==> config.mk <==
export PLATFORM = sky130hd
export DESIGN_NAME = mem_arbiter
export DESIGN_NICKNAME = d
export VERILOG_FILES = /design/src/rtl/mem_arb_pkg.sv /design/src/rtl/mem_arb_picker.sv /design/src/rtl/mem_arbiter.sv
export SDC_FILE = /design/constraint.sdc
export NUM_CORES = 1
export LEC_CHECK = 0
export CAP_MARGIN = 20
export CORE_UTILIZATION = 50
export DETAILED_ROUTE_END_ITERATION = 8
export DONT_BUFFER_PORTS = 1
export PLACE_DENSITY = 0.73
export SLEW_MARGIN = 30
export SYNTH_ARGS = -nofsm -noshare
export SYNTH_HDL_FRONTEND = slang
export SYNTH_SLANG_ARGS = --single-unit
==> constraint.sdc <==
create_clock -name clk -period 2.45 [get_ports clk]
set_input_delay 0.245 -clock clk [delete_from_list [all_inputs] [get_ports clk]]
set_output_delay 0.245 -clock clk [all_outputs]
set_load 0.02 [all_outputs]
==> src/rtl/mem_arb_pkg.sv <==
// rtl/mem_arb_pkg.sv - shared types and helpers for the I/D memory arbiter
package mem_arb_pkg;

   localparam int WORD_LSB = 2;

   typedef enum logic [1:0] {IDLE, ISSUE, RESP} state_t;

   typedef enum logic {PORT_I, PORT_D} port_t;

   typedef struct packed {
      logic [31:0] addr;
      logic [31:0] wdata;
      logic        we;
      port_t       port;
      logic        err;
   } req_t;

   // Misaligned or beyond the last word: the access is answered but never issued
   function automatic logic addr_err(input logic [31:0] addr, input logic [31:WORD_LSB] depth);
      return (addr[WORD_LSB-1:0] != '0) || (addr[31:WORD_LSB] >= depth);
   endfunction

endpackage

==> src/rtl/mem_arb_picker.sv <==
// rtl/mem_arb_picker.sv - combinational grant between the fetch and load/store requesters
module mem_arb_picker
   import mem_arb_pkg::*;
(
   input  logic  i_valid,
   input  logic  d_valid,
   input  port_t prio,
   output logic  grant,
   output port_t grant_port
);

   // Sole requester wins; on a conflict the port named by prio wins
   always_comb begin
      grant      = i_valid | d_valid;
      grant_port = PORT_I;
      if (i_valid && d_valid) begin
         grant_port = prio;
      end else if (d_valid) begin
         grant_port = PORT_D;
      end
   end

endmodule

==> src/rtl/mem_arbiter.sv <==
// rtl/mem_arbiter.sv - I/D arbiter for one single-ported word memory; MEM_ARB_RR_EN selects round-robin
module mem_arbiter
   import mem_arb_pkg::*;
#(
   parameter int DEPTH_WORDS = 256
) (
   input  logic        clk,
   input  logic        rst_n,
   input  logic        i_req_valid,
   output logic        i_req_ready,
   input  logic [31:0] i_req_addr,
   output logic        i_rsp_valid,
   input  logic        i_rsp_ready,
   output logic [31:0] i_rsp_rdata,
   output logic        i_rsp_err,
   input  logic        d_req_valid,
   output logic        d_req_ready,
   input  logic [31:0] d_req_addr,
   input  logic [31:0] d_req_wdata,
   input  logic        d_req_we,
   output logic        d_rsp_valid,
   input  logic        d_rsp_ready,
   output logic [31:0] d_rsp_rdata,
   output logic        d_rsp_err,
   output logic [31:0] mem_address,
   output logic [31:0] mem_write_data,
   output logic        mem_write_enable,
   input  logic [31:0] mem_read_data
);

   localparam logic [31:WORD_LSB] DEPTH_LIM = (32-WORD_LSB)'(DEPTH_WORDS);

   state_t      state_q, state_d;
   req_t        req_q;
   port_t       prio, grant_port;
   logic        grant, accept, accept_window, rsp_hs;
   logic [31:0] in_addr, in_wdata, rdata_v;
   logic        in_we, in_err;

   mem_arb_picker u_picker (
      .i_valid    (i_req_valid),
      .d_valid    (d_req_valid),
      .prio       (prio),
      .grant      (grant),
      .grant_port (grant_port)
   );

`ifdef MEM_ARB_RR_EN
   port_t rr_ptr;

   // After each grant the other port gets priority on the next conflict
   always_ff @(posedge clk or negedge rst_n) begin
      if (!rst_n) begin
         rr_ptr <= PORT_I;
      end else if (accept) begin
         rr_ptr <= (grant_port == PORT_I) ? PORT_D : PORT_I;
      end
   end

   assign prio = rr_ptr;
`else
   assign prio = PORT_D;
`endif

   // Select the granted request, classify it, and detect the response handshake
   always_comb begin
      in_addr  = (grant_port == PORT_D) ? d_req_addr : i_req_addr;
      in_wdata = (grant_port == PORT_D) ? d_req_wdata : '0;
      in_we    = (grant_port == PORT_D) & d_req_we;
      in_err   = addr_err(in_addr, DEPTH_LIM);
      rdata_v  = (req_q.we | req_q.err) ? '0 : mem_read_data;
      rsp_hs   = (req_q.port == PORT_I) ? (i_rsp_valid & i_rsp_ready)
                                        : (d_rsp_valid & d_rsp_ready);
   end

   // FSM state register
   always_ff @(posedge clk or negedge rst_n) begin
      if (!rst_n) begin
         state_q <= IDLE;
      end else begin
         state_q <= state_d;
      end
   end

   // Next state and request-side ready; a new request may overlap the response handshake
   always_comb begin
      state_d       = state_q;
      accept_window = 1'b0;
      accept        = 1'b0;
      i_req_ready   = 1'b0;
      d_req_ready   = 1'b0;
      case (state_q)
         IDLE:  accept_window = 1'b1;
         ISSUE: state_d = RESP;
         RESP: begin
            if (rsp_hs) begin
               accept_window = 1'b1;
               state_d       = IDLE;
            end
         end
         default: state_d = IDLE;
      endcase
      if (accept_window && grant && rst_n) begin
         accept      = 1'b1;
         state_d     = ISSUE;
         i_req_ready = (grant_port == PORT_I);
         d_req_ready = (grant_port == PORT_D);
      end
   end

   assign mem_address    = req_q.addr;
   assign mem_write_data = req_q.wdata;

   // Latch accepted requests, pulse the write in ISSUE, capture and retire responses
   always_ff @(posedge clk or negedge rst_n) begin
      if (!rst_n) begin
         req_q            <= '0;
         mem_write_enable <= 1'b0;
         i_rsp_valid      <= 1'b0;
         i_rsp_rdata      <= '0;
         i_rsp_err        <= 1'b0;
         d_rsp_valid      <= 1'b0;
         d_rsp_rdata      <= '0;
         d_rsp_err        <= 1'b0;
      end else begin
         mem_write_enable <= 1'b0;
         if (rsp_hs) begin
            if (req_q.port == PORT_I) i_rsp_valid <= 1'b0;
            else                      d_rsp_valid <= 1'b0;
         end
         if (accept) begin
            req_q            <= '{addr: in_addr, wdata: in_wdata, we: in_we,
                                  port: grant_port, err: in_err};
            mem_write_enable <= in_we & ~in_err;
         end
         if (state_q == ISSUE) begin
            if (req_q.port == PORT_I) begin
               i_rsp_valid <= 1'b1;
               i_rsp_rdata <= rdata_v;
               i_rsp_err   <= req_q.err;
            end else begin
               d_rsp_valid <= 1'b1;
               d_rsp_rdata <= rdata_v;
               d_rsp_err   <= req_q.err;
            end
         end
      end
   end

endmodule

==> impl_results.md <==
- Vias per cell: 5.72
- CTS tree: yes
- Worst EP arrival: 1.82 ns
- Core area: approximately 12000 µm²
- Most used DFF post-synth: dfrtp_1
- R2r worst-path depth: 5
- CTS resizes: 0
- Critical path type: register to primary output
- DRC viols: 36
- Max Cap Viol: 0
- # setup viols final: 0
- Grt ovf: 0
- Final hold slack: -0.467 ns
- CP Capture Type: primary output
- Post-synth cell types: 29
- Vias: 4008
- Synthesized area: 5960 µm²
- Max_slew headroom: 0.550
- Detail Route Antenna Nets: 0
- Max Buffers Root-to-Sink: 2
- Critical Path RT: 2.20 ns
- R2r setup slk: 0.73 ns
- YS warnings: 0
- #FFs+latches synth: 138
- Postcts setup bufs: 0
- Top Ports: 270
- RSZ-0062 raised after global routing: false
- Nets: 682
- Synth top area share: 0.580
- Clk Latency, worst-skew pair: 0.41 ns
- Synth area leader: dfrtp_1
- Avg WL per Cell: 19.2 µm
- Syn_nets: 705
- Worst hold path type: input port to asynchronous set/reset pin
- CTS Sinks: 138
- WL final: 13500 µm
- Largest net degree at the start of global routing: 141
- FMAX: 0.484 GHz
- H-tree levels: 4
- Syn Inst Count: between 500 and 600
- RePlAce Congestion: 0.815
- Fin. Hold Viols: 138
- Pwr dens: 1340 nW/µm²
- VDD IR max: a little under 0.6 mV
- Post-synth EDFFs: 0
- Port bufs: 0
- Area contributors post-synth: dfrtp_1, buf_4, nand2_1
- First-pass GRT wire length: 21300 µm
- Vias in the first global route: 4099
- Crit-path max FO: 34
- Iter 0 DRT Violations: 395
- Final Cycle Share: 0.843
- Slew Viols, Final: 0
- Final core occ: 0.578
- Failing checks: DRC, hold timing
- Least-Margin Pin Slew: 0.674 ns
- Cts hold-fix bufs: 52
- Die height: 111 µm
- Setup Skew: 0.00699 ns
- Status: finished with violations
- Synth cell count leaders: dfrtp_1, nand2_1, o21ai_0
- Critical Path Source Type: register
- Critical R2R Capture: mem_write_data[26]
- Sequential area share after synthesis: 0.580
- Die ar.: 12400 µm²
- Ant. Diodes: 0
- Final setup TNS: 0 ns
- GRT Util Overall: 0.226
- DPL Wire Length: 8790 µm
- Clock-pin slew on the worst setup and hold paths: 0.06 ns
- Root Buffer: clkbuf_16
- Drt first pass iters: 7
- P_leak: approximately 3.0 nW
- FP Rows: 39
- Area growth syn-to-layout: 11.8%
- Proportion of layout cells with a drive suffix above 1: 0.0735
- Syn Area/Cell: ~10 µm²
- Die width: about 110 µm
- Total power: 8.92 mW
- Cts bufs inserted: 17
- Starting Density: 0.517
- Top-count cell post-synth: dfrtp_1
- Fin crit period: 2.07 ns
- Async S/R FF share, synth: 1.00
- Initial antenna violation count: 0
worst max-delay path by stage:
stage / from / endpoint / slack, ns / cells past startpoint
global route: register / d_req_ready / 0.25 / 4
floorplan: req_q[1] / i_req_ready / 0.92 / 5
CTS: register / d_req_ready / 0.36 / 4
finish: register / d_req_ready / 0.38 / 4
global placement: state_q[0] / i_rsp_err / 0.59 / 2
detailed placement: register / mem_write_data[29] / 0.77 / 5
routing by layer:
layer | vias to the layer above | wire, µm | global-route usage
met5 | - | 0 | 0
met1 | 1917 | 5190 | 0.250
met3 | 18 | 1220 | 0.0815
li1 | 1835 | - | -
met4 | 0 | 223 | 0.101
met2 | 238 | 6820 | 0.390
logic make-up (layout without fill, tap and decap cells):
kind of cell | Yosys count | count (layout) | share of synthesized area
buffers and inverters | 101 | 89 | 0.111
multiplexers | 36 | 36 | 0.0609
flip-flops | 138 | 138 | 0.580
AND/OR/NAND/NOR | 162 | 162 | 0.114
AO/OA/AOI/OAI | 133 | 133 | 0.134
flip-flops by register name, summed over array words and instances, names as in the netlist, named ones only:
register and cells:
d_rsp_rdata 32, mem_address 32, req_q 3, d_rsp_err 1, state_q 2, i_rsp_err 1, mem_write_data 32, mem_write_enable 1
i_rsp_rdata 32
through the flow:
| stage | instance area (µm²) | cells | setup WS (ns) |
|---|---|---|---|
| 3_5_place_dp | 5550 | 619 | 0.767 |
| 4_1_cts | 6660 | 701 | 0.355 |
| 2_1_floorplan | 5960 | 570 | 0.918 |
| 3_3_place_gp | 5550 | 619 | 0.585 |
| 6_report | 6660 | 701 | 0.385 |
| 5_1_grt | 6660 | 701 | 0.253 |
where the power goes:
| group | internal [mW] | total [mW] | switching [mW] |
|---|---|---|---|
| Clock | 1.61 | 2.55 | 0.931 |
| Combinational | 0.605 | 1.31 | 0.702 |
| Sequential | 3.20 | 5.06 | 1.87 |
cell usage in the layout (no fill, tap or decap), drive strengths merged, types with 3 or more instances in the layout:
cell and instances:
dfrtp 138, nand2 101, o21ai 65, dlygate4sd3 52
nor2 38, mux2i 34, a22o 33, a21oi 32
clkbuf 19, nor4 10, clkinv 5, buf 5
nand3b 3, bufinv 3, clkinvlp 3, nand3 3
worst max-delay path, cell delays in order (launching register included):
cell	delay [ns]
dfrtp_1	0.50
nand3_1	0.13
nand3_2	0.11
and4b_1	0.26
buf_4	0.38
cell type report:
| class | count | area (µm²) |
|---|---|---|
| fillers | 962 | 4860 |
| flip-flops and latches | 138 | 3450 |
| multi-input cells | 331 | 1850 |
| repair buffers | 57 | 583 |
| clock buffers | 19 | 443 |
| well taps | 143 | 179 |
| clock inverters | 11 | 149 |
| inverters | 2 | 7.51 |
Power figures use the tool's default switching activity.
